===== src/rtl/node_injector_if.sv =====
// Injection-point bundle: local request port, ring-forwarded port and the
// registered output toward the routing controller.
interface node_injector_if #(
   parameter int NODE_IP_BITWIDTH = 3
);
   localparam int PAY_W = 32 - 2*NODE_IP_BITWIDTH - 4;

   logic                        req_valid;
   logic                        req_ready;
   logic [NODE_IP_BITWIDTH-1:0] req_dest;
   logic [PAY_W-1:0]            req_payload;

   logic                        fwd_valid;
   logic [1:0]                  fwd_port;
   logic [31:0]                 fwd_instruction;
   logic                        fwd_ready;

   logic [31:0]                 instruction_out;
   logic [1:0]                  source_port;
   logic                        out_valid;
   logic                        out_ready;
   logic                        controller_enable;
   logic                        err_drop;

   modport master (
      output req_valid, req_dest, req_payload,
      output fwd_valid, fwd_port, fwd_instruction,
      output out_ready,
      input  req_ready, fwd_ready,
      input  instruction_out, source_port, out_valid, controller_enable, err_drop
   );

   modport slave (
      input  req_valid, req_dest, req_payload,
      input  fwd_valid, fwd_port, fwd_instruction,
      input  out_ready,
      output req_ready, fwd_ready,
      output instruction_out, source_port, out_valid, controller_enable, err_drop
   );
endinterface


===== src/rtl/node_injector.sv =====
// Ring node injector: merges formatted local requests (via a small FIFO) with
// forwarded ring traffic into one registered output, with anti-starvation.
module node_injector #(
   parameter int                          NODE_IP_BITWIDTH = 3,
   parameter logic [NODE_IP_BITWIDTH-1:0] NODE_IP          = '0,
   parameter int                          FIFO_DEPTH       = 4,
   parameter int                          STARVE_LIMIT     = 3
) (
   input logic            clk,
   input logic            rst_n,
   node_injector_if.slave bus
);
   localparam int PW = (FIFO_DEPTH > 1) ? $clog2(FIFO_DEPTH) : 1;
   localparam int SW = $clog2(STARVE_LIMIT + 1);
   localparam logic [PW:0]   FULL_CNT   = (PW+1)'(FIFO_DEPTH);
   localparam logic [SW-1:0] STARVE_MAX = SW'(STARVE_LIMIT);

   logic [31:0]   mem [FIFO_DEPTH];
   logic [PW-1:0] wr_ptr, rd_ptr;
   logic [PW:0]   count;
   logic [3:0]    seq;
   logic [SW-1:0] starve_cnt;

   logic fifo_empty, fifo_full, push, pop;
   logic load_slot, fwd_win, loc_win, fwd_legal;
   logic [31:0] local_word;

   assign fifo_empty = (count == '0);
   assign fifo_full  = (count == FULL_CNT);
   assign push       = bus.req_valid && !fifo_full;

   assign load_slot = !bus.out_valid || bus.out_ready;
   // Forwarded traffic has priority until local traffic has waited STARVE_LIMIT grants.
   assign fwd_win   = load_slot && bus.fwd_valid && (fifo_empty || (starve_cnt < STARVE_MAX));
   assign loc_win   = load_slot && !fwd_win && !fifo_empty;
   assign pop       = loc_win;
   assign fwd_legal = !bus.fwd_port[1];

   assign local_word = {bus.req_dest, NODE_IP, seq, bus.req_payload};

   assign bus.req_ready         = !fifo_full;
   assign bus.fwd_ready         = fwd_win;
   assign bus.controller_enable = bus.out_valid && bus.out_ready;

   always_ff @(posedge clk) begin
      if (push) mem[wr_ptr] <= local_word;
   end

   always_ff @(posedge clk or negedge rst_n) begin
      if (!rst_n) begin
         wr_ptr <= '0;
         rd_ptr <= '0;
         count  <= '0;
         seq    <= '0;
      end else begin
         if (push) begin
            wr_ptr <= wr_ptr + 1'b1;
            seq    <= seq + 4'd1;
         end
         if (pop) rd_ptr <= rd_ptr + 1'b1;
         if (push && !pop)      count <= count + 1'b1;
         else if (pop && !push) count <= count - 1'b1;
      end
   end

   always_ff @(posedge clk or negedge rst_n) begin
      if (!rst_n) begin
         starve_cnt <= '0;
      end else if (fifo_empty || loc_win) begin
         starve_cnt <= '0;
      end else if (fwd_win && fwd_legal && (starve_cnt != STARVE_MAX)) begin
         starve_cnt <= starve_cnt + 1'b1;
      end
   end

   always_ff @(posedge clk or negedge rst_n) begin
      if (!rst_n) begin
         bus.instruction_out <= 32'h0;
         bus.source_port     <= 2'b00;
         bus.out_valid       <= 1'b0;
         bus.err_drop        <= 1'b0;
      end else begin
         bus.err_drop <= fwd_win && !fwd_legal;
         if (fwd_win && fwd_legal) begin
            bus.instruction_out <= bus.fwd_instruction;
            bus.source_port     <= bus.fwd_port;
            bus.out_valid       <= 1'b1;
         end else if (loc_win) begin
            bus.instruction_out <= mem[rd_ptr];
            bus.source_port     <= 2'b10;
            bus.out_valid       <= 1'b1;
         end else if (bus.out_ready) begin
            // A dropped illegal packet also lands here: the held word was consumed.
            bus.out_valid <= 1'b0;
         end
      end
   end
endmodule


===== src/flat_wrapper.sv =====
// flat-port wrapper written by rule: the top's interface ports become plain ports
module node_injector_flat 
#(
   parameter int                          NODE_IP_BITWIDTH = 3,
   parameter logic [NODE_IP_BITWIDTH-1:0] NODE_IP          = '0,
   parameter int                          FIFO_DEPTH       = 4,
   parameter int                          STARVE_LIMIT     = 3
)
  (clk, rst_n, bus_req_valid, bus_req_dest, bus_req_payload, bus_fwd_valid, bus_fwd_port, bus_fwd_instruction, bus_out_ready, bus_req_ready, bus_fwd_ready, bus_instruction_out, bus_source_port, bus_out_valid, bus_controller_enable, bus_err_drop);
  node_injector_if #(.NODE_IP_BITWIDTH(NODE_IP_BITWIDTH)) bus_i ();
  input logic clk;
  input logic rst_n;
  input wire logic [$bits(bus_i.req_valid)-1:0] bus_req_valid;
  input wire logic [$bits(bus_i.req_dest)-1:0] bus_req_dest;
  input wire logic [$bits(bus_i.req_payload)-1:0] bus_req_payload;
  input wire logic [$bits(bus_i.fwd_valid)-1:0] bus_fwd_valid;
  input wire logic [$bits(bus_i.fwd_port)-1:0] bus_fwd_port;
  input wire logic [$bits(bus_i.fwd_instruction)-1:0] bus_fwd_instruction;
  input wire logic [$bits(bus_i.out_ready)-1:0] bus_out_ready;
  output wire logic [$bits(bus_i.req_ready)-1:0] bus_req_ready;
  output wire logic [$bits(bus_i.fwd_ready)-1:0] bus_fwd_ready;
  output wire logic [$bits(bus_i.instruction_out)-1:0] bus_instruction_out;
  output wire logic [$bits(bus_i.source_port)-1:0] bus_source_port;
  output wire logic [$bits(bus_i.out_valid)-1:0] bus_out_valid;
  output wire logic [$bits(bus_i.controller_enable)-1:0] bus_controller_enable;
  output wire logic [$bits(bus_i.err_drop)-1:0] bus_err_drop;
  assign bus_i.req_valid = bus_req_valid;
  assign bus_i.req_dest = bus_req_dest;
  assign bus_i.req_payload = bus_req_payload;
  assign bus_i.fwd_valid = bus_fwd_valid;
  assign bus_i.fwd_port = bus_fwd_port;
  assign bus_i.fwd_instruction = bus_fwd_instruction;
  assign bus_i.out_ready = bus_out_ready;
  assign bus_req_ready = bus_i.req_ready;
  assign bus_fwd_ready = bus_i.fwd_ready;
  assign bus_instruction_out = bus_i.instruction_out;
  assign bus_source_port = bus_i.source_port;
  assign bus_out_valid = bus_i.out_valid;
  assign bus_controller_enable = bus_i.controller_enable;
  assign bus_err_drop = bus_i.err_drop;
  node_injector #(.NODE_IP_BITWIDTH(NODE_IP_BITWIDTH), .NODE_IP(NODE_IP), .FIFO_DEPTH(FIFO_DEPTH), .STARVE_LIMIT(STARVE_LIMIT)) u_core (.clk(clk), .rst_n(rst_n), .bus(bus_i));
endmodule

===== config.mk =====
export PLATFORM = sky130hd
export DESIGN_NAME = node_injector_flat
export DESIGN_NICKNAME = d
export VERILOG_FILES = /design/src/rtl/node_injector_if.sv /design/src/rtl/node_injector.sv /design/src/flat_wrapper.sv
export SDC_FILE = /design/constraint.sdc
export NUM_CORES = 1
export LEC_CHECK = 0
export ABC_AREA = 1
export CAP_MARGIN = 20
export CORE_ASPECT_RATIO = 1.5
export CORE_MARGIN = 5
export CORE_UTILIZATION = 50
export DETAILED_ROUTE_END_ITERATION = 16
export MAX_ROUTING_LAYER = met4
export PLACE_DENSITY = 0.8
export SYNTH_ARGS = -nofsm -noshare
export SYNTH_HDL_FRONTEND = slang
export SYNTH_SLANG_ARGS = --single-unit

===== constraint.sdc =====
create_clock -name clk -period 2.66 [get_ports clk]
set_input_delay 0.532 -clock clk [delete_from_list [all_inputs] [get_ports clk]]
set_output_delay 0.532 -clock clk [all_outputs]
set_load 0.005 [all_outputs]

==> results.yml <==
clocking:
  cts-root-buf: "clkbuf_16"
  path_clk_slew_ns: 0.06
  numCtsBuffers: 17
  clock_latency_ns: 0.42
  cts-resized-gates: 0
  clock_sinks: 165
  cts_tree: "done"
  ctsHoldBuffers: 0
  htreeDepth: 4
  cts_setup_buffers: 0
  cts_max_path_buffers: 2
timing:
  layout_min_cycle_time_ns: 2.48
  fin_skew_ns: 0.0132
  rsz0062_at_grt: "false"
  setup_viol: 0
  achievable-frequency_mhz: 403
  maxSlewViolCount: 0
  final.setup.tns_ns: 0
  tightest_slew_ns: 0.619
  slew_headroom_pct: 58.8
  setup_ws_ns: 0.180
  fin_crit_sh_pct: 93.2
  finalHoldViolations: 0
  whs_ns: 0.107
pwr:
  switching_power_mw: 3.28
  pwr-share-seq_pct: 41.0
  p_clk_share_pct: 24.8
  peakVddDrop_uv: 526
  p_sw_share_pct: 34.7
  report.power.total_mw: 9.45
  combPwrFrac_pct: 34.2
  power.internal_mw: 6.17
  power-per-cell-area_mw_per_mm2: 1070
  power.leakage_nw: 3.79
route:
  postRouteAntennaNets: 0
  post-route-drc-count: 0
  routed-via-count: 5134
  firstDrtPassIters: 5
  drtIter0Drc: 359
  viasPerCell: 5.37
  avgRoutedWirePerCell_um: 16.7
  routed_wl_um: 16000
global_route:
  grt_max_degree: 61
  grt_pass1_vias: 5189
  globalRouteOverflowTotal: 0
  track_usage_pct: 20.8
  grt_pass1_wl_um: 26200
  antenna_found_initial: 0
synth:
  synth_top_cell_by_area: "edfxtp_1"
  synth_top_area_share_pct: 49.7
  ys_ff_latch: 165
  ys_seq_area_share_pct: 67.1
  synth_cell_types: 26
  synth_area_mm2: 0.00701
  synth_area_leaders: "edfxtp_1, dfrtp_1, nand2_1, nand3_1, nand4_1"
  syn_nets: 745
  synth_warnings: 0
  avgSynthCellArea_um2: 10.4
  syn-instance-count: 673
critical_path:
  worstSetupPathType: "primary input to primary output"
  cp.arrival_ns: 1.95
  required_ns: 2.13
  r2r_cells: 8
  cp-start-kind: "primary input"
  ff2ff_setup_slack_ns: 0.58
  endpoint_kind: "primary output"
  crit_fanout: 4
layout:
  n_antenna_cell: 0
  fillers: 1059
  final_nets: 850
  area.growth.synth_to_final_pct: 25.5
  drive_gt1_share_pct: 8.60
  layout_common_cells: "nand2_1, edfxtp_1, clkdlybuf4s50_1, nand3_1, dfrtp_1"
  final_common_cell: "nand2_1"
  multi_input_comb_area_mm2: 0.00194
  regArea_mm2: 0.00471
  postLayoutCellArea_mm2: 0.00880
worst_hold_path:
  hold_path.class: "primary input to async pin"
floorplan:
  die_height_um: 155
  die_area_mm2: 0.0165
  coreArea_mm2: 0.0139
  initial_utilization_pct: 50.4
  ios: 103
  row_count: 53
  die_x_um: 107
place:
  dpl_cell_area_mm2: 0.00822
  portBuffers: 102
  place_congestion: 0.810
  dp_slack_ns: 0.184
  hpwl_um: 10600
run:
  maxCapViolCount: 0
status:
  status: "finished clean"
flip-flops by register name, indices dropped and copies added, names as in the netlist:
signal                      flops
u_core.bus.out_valid            1
u_core.count                    3
u_core.bus.instruction_out     32
u_core.rd_ptr                   2
u_core.bus.source_port          2
u_core.seq                      4
u_core.bus.err_drop             1
u_core.wr_ptr                   2
u_core.starve_cnt               2
u_core.mem                    116
worst max-delay path, stage by stage:
cell	delay [ns]
clkdlybuf4s50_1	0.48
inv_1	0.06
a21oi_2	0.14
nand2_1	0.13
inv_1	0.11
clkdlybuf4s50_1	0.50
Yosys cell counts:
library cell  count
nand2_1         259
edfxtp_1        116
nand3_1          93
dfrtp_1          49
inv_1            48
nand4_1          31
clkbuf_1         16
nor2_1           11
buf_2            10
ha_1              7
buf_4             5
xor2_1            5
buf_1             4
nand2_2           3
xnor2_1           3
buf_6             2
inv_2             2
a21oi_1           1
a21oi_2           1
clkinv_1          1
fa_1              1
mux2_2            1
nand3_2           1
nor2_2            1
o211ai_2          1
o21ai_0           1
path summary, 6_finish.rpt:
check,start,to
min in group clk,u_core.bus.instruction_out[26],u_core.bus.instruction_out[26]
worst max-delay path,bus_out_ready,bus_fwd_ready
worst min-delay path,rst_n,u_core.bus.instruction_out[8]
worst min register to register,u_core.bus.instruction_out[26],u_core.bus.instruction_out[26]
max in group asynchronous,rst_n,u_core.wr_ptr[0]
worst max register to register,u_core.count[0],u_core.count[1]
per-layer routing:
layer | GRT usage, % | vias up | wire length (um)
li1 | - | 2452 | -
met1 | 24.1 | 2455 | 6080
met2 | 34.9 | 198 | 8550
met3 | 5.02 | 29 | 1010
met4 | 8.35 | 0 | 351
met5 | - | - | 0
stage by stage:
step	util, %	std cells
final	63.2	956
after global routing	63.2	956
after CTS	63.2	956
after detailed placement	59.0	924
after global placement	59.0	924
after floorplan	-	673
power by group through the flow:
stage               logic, mW  registers, mW  clock network [mW]
finish                   3.24           3.87                2.34
detailed placement       3.22           3.91                   0
global route             3.63           3.94                2.49
global placement         3.09           3.87                   0
CTS                      3.27           3.87                2.37
floorplan                1.89           3.88                   0
cell families after synthesis:
kind of cell,synth area share [%]
AO/OA/AOI/OAI,0.446
XOR/XNOR,0.999
adder cells (fa/ha/maj),1.53
buffers and inverters,5.37
flip-flops,67.1
multiplexers,0.161
AND/OR/NAND/NOR,24.3
layout make-up:
class	instances	share of cell area [%]
Sequential cell	165	53.5
Multi-Input combinational cell	420	22.0
Timing Repair Buffer	123	13.3
Clock buffer	19	5.40
Tap cell	165	2.35
Inverter	51	2.17
Clock inverter	13	1.24
(Power assumes the default switching activity.)
